--- src/rtl/fetch_unit_if.sv ---
// Fetch-unit bus bundle: instruction-memory handshake, decode/execute sideband and status.
// master = fetch unit, slave = memory/decode/execute environment.
interface fetch_unit_if;
    logic        o_imem_req;
    logic [31:0] o_imem_addr;
    logic        i_imem_ack;
    logic [31:0] i_imem_rdata;
    logic [31:0] o_instr;
    logic        o_instr_valid;
    logic [31:0] o_pc;
    logic [31:0] o_pc_four;
    logic        i_inst_valid;
    logic        i_pc_sel;
    logic [31:0] i_jmp_target;
    logic        i_retire;
    logic        o_trap;
    logic [1:0]  o_trap_cause;
    logic [31:0] o_instret;

    modport master (
        output o_imem_req, o_imem_addr, o_instr, o_instr_valid, o_pc, o_pc_four,
               o_trap, o_trap_cause, o_instret,
        input  i_imem_ack, i_imem_rdata, i_inst_valid, i_pc_sel, i_jmp_target, i_retire
    );

    modport slave (
        input  o_imem_req, o_imem_addr, o_instr, o_instr_valid, o_pc, o_pc_four,
               o_trap, o_trap_cause, o_instret,
        output i_imem_ack, i_imem_rdata, i_inst_valid, i_pc_sel, i_jmp_target, i_retire
    );
endinterface

--- src/rtl/fetch_unit.sv ---
// Instruction fetch sequencer BOOT -> FETCH -> ISSUE with sticky TRAP; o_instr valid the cycle after ack,
// next request the cycle after retire; holds request until ack (bounded by TIMEOUT) and instruction until retire.
module fetch_unit #(
    parameter logic [31:0] RESET_PC = 32'h0000_0000,
    parameter logic [7:0]  TIMEOUT  = 8'd255
) (
    input logic          i_clk,
    input logic          i_reset,
    fetch_unit_if.master bus
);
    localparam logic [1:0] ST_BOOT  = 2'd0;
    localparam logic [1:0] ST_FETCH = 2'd1;
    localparam logic [1:0] ST_ISSUE = 2'd2;
    localparam logic [1:0] ST_TRAP  = 2'd3;

    localparam logic [1:0] CAUSE_MISALIGN = 2'b01;
    localparam logic [1:0] CAUSE_TIMEOUT  = 2'b10;
    localparam logic [1:0] CAUSE_ILLEGAL  = 2'b11;

    localparam logic [31:0] NOP = 32'h0000_0013;

    logic [1:0]  state;
    logic [31:0] pc;
    logic [31:0] instr;
    logic [31:0] instret;
    logic [7:0]  wait_cnt;
    logic [1:0]  cause;
    logic [31:0] next_pc;
    logic        timeout_hit;

    always_comb begin
        next_pc     = bus.i_pc_sel ? (bus.i_jmp_target & ~32'd1) : pc + 32'd4;
        // true on the TIMEOUT-th consecutive cycle without ack
        timeout_hit = ({1'b0, wait_cnt} + 9'd1) >= {1'b0, TIMEOUT};
    end

    always_ff @(posedge i_clk or posedge i_reset) begin
        if (i_reset) begin
            state    <= ST_BOOT;
            pc       <= RESET_PC;
            instr    <= NOP;
            instret  <= '0;
            wait_cnt <= '0;
            cause    <= 2'b00;
        end else begin
            case (state)
                ST_BOOT: state <= ST_FETCH;
                ST_FETCH: begin
                    if (bus.i_imem_ack) begin
                        instr    <= bus.i_imem_rdata;
                        wait_cnt <= '0;
                        state    <= ST_ISSUE;
                    end else if (timeout_hit) begin
                        cause <= CAUSE_TIMEOUT;
                        state <= ST_TRAP;
                    end else begin
                        wait_cnt <= wait_cnt + 8'd1;
                    end
                end
                ST_ISSUE: begin
                    if (bus.i_retire) begin
                        if (!bus.i_inst_valid) begin
                            cause <= CAUSE_ILLEGAL;
                            state <= ST_TRAP;
                        end else if (next_pc[1]) begin
                            cause <= CAUSE_MISALIGN;
                            state <= ST_TRAP;
                        end else begin
                            pc      <= next_pc;
                            instret <= instret + 32'd1;
                            state   <= ST_FETCH;
                        end
                    end
                end
                default: state <= ST_TRAP;
            endcase
        end
    end

    assign bus.o_imem_req    = (state == ST_FETCH);
    assign bus.o_imem_addr   = pc;
    assign bus.o_instr       = instr;
    assign bus.o_instr_valid = (state == ST_ISSUE);
    assign bus.o_pc          = pc;
    assign bus.o_pc_four     = pc + 32'd4;
    assign bus.o_trap        = (state == ST_TRAP);
    assign bus.o_trap_cause  = cause;
    assign bus.o_instret     = instret;
endmodule

--- src/flat_wrapper.sv ---
// flat-port wrapper written by rule: the top's interface ports become plain ports
module fetch_unit_flat 
#(
    parameter logic [31:0] RESET_PC = 32'h0000_0000,
    parameter logic [7:0]  TIMEOUT  = 8'd255
)
  (i_clk, i_reset, bus_o_imem_req, bus_o_imem_addr, bus_o_instr, bus_o_instr_valid, bus_o_pc, bus_o_pc_four, bus_o_trap, bus_o_trap_cause, bus_o_instret, bus_i_imem_ack, bus_i_imem_rdata, bus_i_inst_valid, bus_i_pc_sel, bus_i_jmp_target, bus_i_retire);
  fetch_unit_if bus_i ();
  input logic i_clk;
  input logic i_reset;
  output wire logic [$bits(bus_i.o_imem_req)-1:0] bus_o_imem_req;
  output wire logic [$bits(bus_i.o_imem_addr)-1:0] bus_o_imem_addr;
  output wire logic [$bits(bus_i.o_instr)-1:0] bus_o_instr;
  output wire logic [$bits(bus_i.o_instr_valid)-1:0] bus_o_instr_valid;
  output wire logic [$bits(bus_i.o_pc)-1:0] bus_o_pc;
  output wire logic [$bits(bus_i.o_pc_four)-1:0] bus_o_pc_four;
  output wire logic [$bits(bus_i.o_trap)-1:0] bus_o_trap;
  output wire logic [$bits(bus_i.o_trap_cause)-1:0] bus_o_trap_cause;
  output wire logic [$bits(bus_i.o_instret)-1:0] bus_o_instret;
  input wire logic [$bits(bus_i.i_imem_ack)-1:0] bus_i_imem_ack;
  input wire logic [$bits(bus_i.i_imem_rdata)-1:0] bus_i_imem_rdata;
  input wire logic [$bits(bus_i.i_inst_valid)-1:0] bus_i_inst_valid;
  input wire logic [$bits(bus_i.i_pc_sel)-1:0] bus_i_pc_sel;
  input wire logic [$bits(bus_i.i_jmp_target)-1:0] bus_i_jmp_target;
  input wire logic [$bits(bus_i.i_retire)-1:0] bus_i_retire;
  assign bus_o_imem_req = bus_i.o_imem_req;
  assign bus_o_imem_addr = bus_i.o_imem_addr;
  assign bus_o_instr = bus_i.o_instr;
  assign bus_o_instr_valid = bus_i.o_instr_valid;
  assign bus_o_pc = bus_i.o_pc;
  assign bus_o_pc_four = bus_i.o_pc_four;
  assign bus_o_trap = bus_i.o_trap;
  assign bus_o_trap_cause = bus_i.o_trap_cause;
  assign bus_o_instret = bus_i.o_instret;
  assign bus_i.i_imem_ack = bus_i_imem_ack;
  assign bus_i.i_imem_rdata = bus_i_imem_rdata;
  assign bus_i.i_inst_valid = bus_i_inst_valid;
  assign bus_i.i_pc_sel = bus_i_pc_sel;
  assign bus_i.i_jmp_target = bus_i_jmp_target;
  assign bus_i.i_retire = bus_i_retire;
  fetch_unit #(.RESET_PC(RESET_PC), .TIMEOUT(TIMEOUT)) u_core (.i_clk(i_clk), .i_reset(i_reset), .bus(bus_i));
endmodule
--- config.mk ---
export PLATFORM = sky130hd
export DESIGN_NAME = fetch_unit_flat
export DESIGN_NICKNAME = d
export VERILOG_FILES = /design/src/rtl/fetch_unit_if.sv /design/src/rtl/fetch_unit.sv /design/src/flat_wrapper.sv
export SDC_FILE = /design/constraint.sdc
export NUM_CORES = 1
export LEC_CHECK = 0
export CAP_MARGIN = 5
export CORE_MARGIN = 1
export CORE_UTILIZATION = 45
export CTS_BUF_LIST = sky130_fd_sc_hd__clkbuf_8
export CTS_CLUSTER_SIZE = 28
export DETAILED_ROUTE_END_ITERATION = 10
export GPL_TIMING_DRIVEN = 0
export PLACE_DENSITY = 0.83
export REMOVE_ABC_BUFFERS = 1
export SKIP_CTS_REPAIR_TIMING = 1
export SKIP_LAST_GASP = 1
export SLEW_MARGIN = 10
export SYNTH_ARGS = -nofsm -noshare
export SYNTH_HDL_FRONTEND = slang
export SYNTH_SLANG_ARGS = --single-unit
--- constraint.sdc ---
create_clock -name i_clk -period 5 [get_ports i_clk]
set_input_delay 1 -clock i_clk [delete_from_list [all_inputs] [get_ports i_clk]]
set_output_delay 1 -clock i_clk [all_outputs]
set_load 0.05 [all_outputs]
After elaboration in Yosys (flattened, before gate mapping) --
Index checks and enable logic that the tools add are counted.
Storage, ports and cells: output and inout port bits 165, register bits 107, input bits 70
Cells by class: muxes and demuxes 15, $add $sub $neg 4, reduce and logical (&&, ||, !) cells 7, bitwise gates (word level) 1, magnitude comparators 1, equality and inequality tests 9
Operators with widths (count):
- adder 32 x 1 -> 32 bit, second input constant | 1
- adder 32 x 3 -> 32 bit, second input constant | 1
- 2-to-1 mux 32 bit | 1
- 2-to-1 mux 2 bit | 10
- 2-to-1 mux 8 bit | 2
- adder 8 x 1 -> 9 bit, second input constant | 1
- >= comparator 9 x 8 -> 1 bit, second input constant | 1
- adder 8 x 1 -> 8 bit, second input constant | 1
- case mux 2 bit (3 select lines) | 1
- AND reduction 2 bit | 3
- AND reduction 5 bit | 1
- equality test 2 bit, second input constant | 2
- inequality test 2 x 1 -> 1 bit, second input constant | 2
- inequality test 2 bit, second input constant | 2
- case mux 2 bit (2 select lines) | 1
- AND reduction 4 bit | 1
- inequality test 3 x 1 -> 1 bit, second input constant | 1
- inequality test 3 x 2 -> 1 bit, second input constant | 1
- equality test 2 x 1 -> 1 bit, second input constant | 1
- zero test 2 bit | 1
- nonzero test 2 bit | 1
- NOT 1 bit | 1

Logic depth before layout (Yosys ltp) --
depth in word-level cells 6, mapped depth 8, mapped depth without buffers 7

Least setup slack after synthesis --
OpenSTA, ideal clock, no wires.
path kind register to output, start register u_core.pc[3] (netlist: u_core.bus.o_imem_addr[3]), end output port bus_o_pc_four[24], required time 4000 ps, arrival 2594 ps, path slack 1406 ps, stages on the path, launching flop included 7, cells stage by stage dfrtp_1 ha_1 nand3_1 nor2_2 nand3_2 nor2_1 xor2_1
Between the ends: cells in the longest elaborated chain, start to end 1
Ends and longest elaborated chain:
- from (decl) | line fetch_unit.sv:23 | logic [31:0] pc;
- from (signal assigned) | line fetch_unit.sv:69 | pc <= next_pc;
- adder 32 x 3 -> 32 bit | line fetch_unit.sv:85 | assign bus.o_pc_four = pc + 32'd4;
- to (decl) | line flat_wrapper.sv:16 | output wire logic [$bits(bus_i.o_pc_four)-1:0] bus_o_pc_four;
No other way between the ends.

Final worst setup path --
start register u_core.pc[6] (netlist: u_core.bus.o_imem_addr[6]), end output port bus_o_pc_four[31]
Same word-level chain as after synthesis.

==> impl_metrics.tcl <==
set metrics [dict create \
    crit_path_start_kind "register" \
    drc 0 \
    outcome "finished, final reports clean" \
    grtUsageMet1_pct 28.79 \
    grt_pass1_vias 5173 \
    required_ns 4.00 \
    clock_skew_ns 0.01330 \
    crit_slowest_cell "clkdlybuf4s50_1" \
    viasPerCell 5.487 \
    yosysTopAreaCell "dfrtp_1" \
    numPortBuffers 227 \
    dp.final_hpwl_um 11720 \
    ys_ff_latch 106 \
    grt_use_met3_pct 5.086 \
    holdWs_ns 0.4815 \
    p_leak_nw 3.398 \
    area_delta_synth_final_pct 39.75 \
    slew_headroom_pct 41.28 \
    dr.pass1.iters 6 \
    grt.met2_usage_pct 42.37 \
    dpl.cell_count 938 \
    grt_max_degree 56 \
    synth_cell_type_count 63 \
    cp_slowest_stage_delay_ns 0.82 \
    drive_gt1_share_pct 10.23 \
    cp_max_fo 11 \
    finalCritPeriodShare_pct 88.63 \
    fp.dieW_um 116.4 \
    tightest_slew_ns 0.8777 \
    setup_viol 0 \
    finalWirelength_um 16250 \
    synth_warnings 0 \
    clock-root-buffer "clkbuf_8" \
    clk_path_buf_depth 2 \
    critPathArrivalTime_ns 3.43 \
    row_count 41 \
    slew_violations 0 \
    core_area_mm2 0.01267 \
    design.die.area_mm2 0.01355 \
    vias 5235 \
    post-synth-top-count-cell "dfrtp_1" \
    synth_commonest_cells "dfrtp_1, nand2_1, xnor2_1" \
    avgSynthCellArea_um2 9.915 \
    cts-htree-levels 3 \
    cts_tree "done" \
    synthTopCellsByArea "dfrtp_1, xnor2_1, mux2_2" \
    clock-sinks 106 \
    wl_per_cell_um 17.04 \
    gp_congestion 0.8303 \
    yosysSeqAreaShare_pct 45.10 \
    worstPathCellList "nand3_1 > nor2_1 > nand2_1 > nor3_1 > xor2_1 > clkdlybuf4s50_1" \
    first_iter_violations 381 \
    cap_violations 0 \
    die_y_um 116.4 \
    cts_buffers 9 \
    clk_latency_ns 0.39 \
    pin_count 235 \
    start_util_pct 46.48 \
    finalHoldViolCount 0 \
    whs_path_depth 1 \
    r2r_slack_ns 2.50 \
    path_clk_slew_ns 0.11 \
    worstReg2RegStart "u_core.bus.o_imem_addr[6]" \
    diodes 0 \
    endpoint_kind "output port" \
    hold_end "u_core.bus.o_instret[31]" \
    finalPower_mw 2.727 \
    async_flop_share_pct 100.0 \
    final_cells 954 \
    setup_slack_ns 0.5687 \
    synthesis.area_mm2 0.005889 \
    grt-ovfl-total 0 \
    reg2reg_depth 5 \
    power-per-cell-area_mw_per_mm2 331.4 \
    grt_util_all_layers_pct 24.34 \
    holdCritPathClass "register to register" \
    hp-start "u_core.bus.o_instret[31]" \
    synth_top_area_share_pct 43.76 \
    crit_path_start "u_core.bus.o_imem_addr[6]" \
    synth_top_flop_cell "dfrtp_1" \
    r2r_end "u_core.bus.o_imem_addr[23]" \
    synth_edf_count 0 \
    period_needed_ns 4.431 \
    finalInstanceArea_mm2 0.008230 \
    peakVddDrop_uv 317.9 \
    grt_pass1_wl_um 25490 \
    antenna_found_initial 0 \
    busiest_layer "met2" \
    synth_cells 594 \
    final_nets 851 \
    critPathKind "register to output port" \
    postRouteAntennaNets 0 \
    fmax_mhz 225.7 \
    rsz0062_at_grt "no" \
    placed_area_mm2 0.008053 \
    post-place-ws_ns 1.018 \
    n_fill_cell 969 \
]
-- flip-flops by register name, indices dropped and copies added (netlist names) --
name / cells
u_core.bus.o_instr: 32
u_core.bus.o_instret: 32
u_core.state: 2
u_core.bus.o_imem_addr: 30
u_core.wait_cnt: 8
u_core.bus.o_trap_cause: 2
-- final cells by class --
| cell class | count | area, um^2 | share of cell area, % |
|---|---|---|---|
| clock inverter | 7 | 53.80 | 0.6537 |
| inverter | 18 | 72.57 | 0.8817 |
| tap | 172 | 215.2 | 2.615 |
| sequential | 106 | 2656 | 32.27 |
| multi-input combinational | 414 | 2814 | 34.19 |
| timing repair buffer | 228 | 2295 | 27.88 |
| clock buffer | 9 | 123.9 | 1.505 |
-- per-stage QoR --
stage	util (%)	TNS (ns)
global route	64.96	0
floorplan	-	0
CTS	64.96	0
detailed placement	63.55	0
global placement	63.22	-34.00
finish	64.96	0
-- cell families (layout without fill, tap and decap cells) --
group / after synthesis / after routing / share of synthesized area, %
AO/OA/AOI/OAI: 97 / 97 / 11.20
XOR/XNOR: 60 / 60 / 8.923
adder cells (fa/ha/maj): 4 / 4 / 0.8498
buffers and inverters: 79 / 262 / 7.691
flip-flops: 106 / 106 / 45.10
multiplexers: 40 / 40 / 7.500
other: 1 / 6 / 0.06367
AND/OR/NAND/NOR: 207 / 207 / 18.67
-- worst max-delay path: cells and delay by family (launching register included) --
kind,cells,cell delay [ns]
xor+xnor,1,0.17
simple gates,4,1.52
flops,1,0.53
buf+inv,1,0.82
-- power breakdown --
part | internal (mW) | switching, mW
Combinational | 0.405 | 0.736
Sequential | 0.967 | 0.116
Clock | 0.185 | 0.318
-- cells in the final DEF, fill, tap and decap left out, drive strengths merged, types with 8 or more instances in the layout --
cell,count
o21ai,19
dfrtp,103
inv,21
mux2,33
clkdlybuf4s50,226
clkbuf,9
o22ai,8
nor3,16
nor2,32
nand4,22
xor2,16
nand2,58
a21oi,26
and3,16
xnor2,44
nand3,34
-- per-layer routing --
layer	wire length [um]	vias up
met5	0	-
met4	363	0
met3	1086	33
met2	8388	229
met1	6412	2552
li1	-	2421
-- how the worst max path moves through the flow --
stage          cells after the start                       end  slack [ns]
2_1_floorplan                      5         bus_o_pc_four[31]        0.97
3_3_place_gp                       2  u_core.bus.o_instret[20]       -0.31
3_5_place_dp                       6         bus_o_pc_four[31]        1.02
4_1_cts                            6         bus_o_pc_four[31]        0.55
5_1_grt                            6         bus_o_pc_four[31]        0.35
6_report                           6         bus_o_pc_four[31]        0.57
Note: power is estimated with default switching activity, not from simulation.
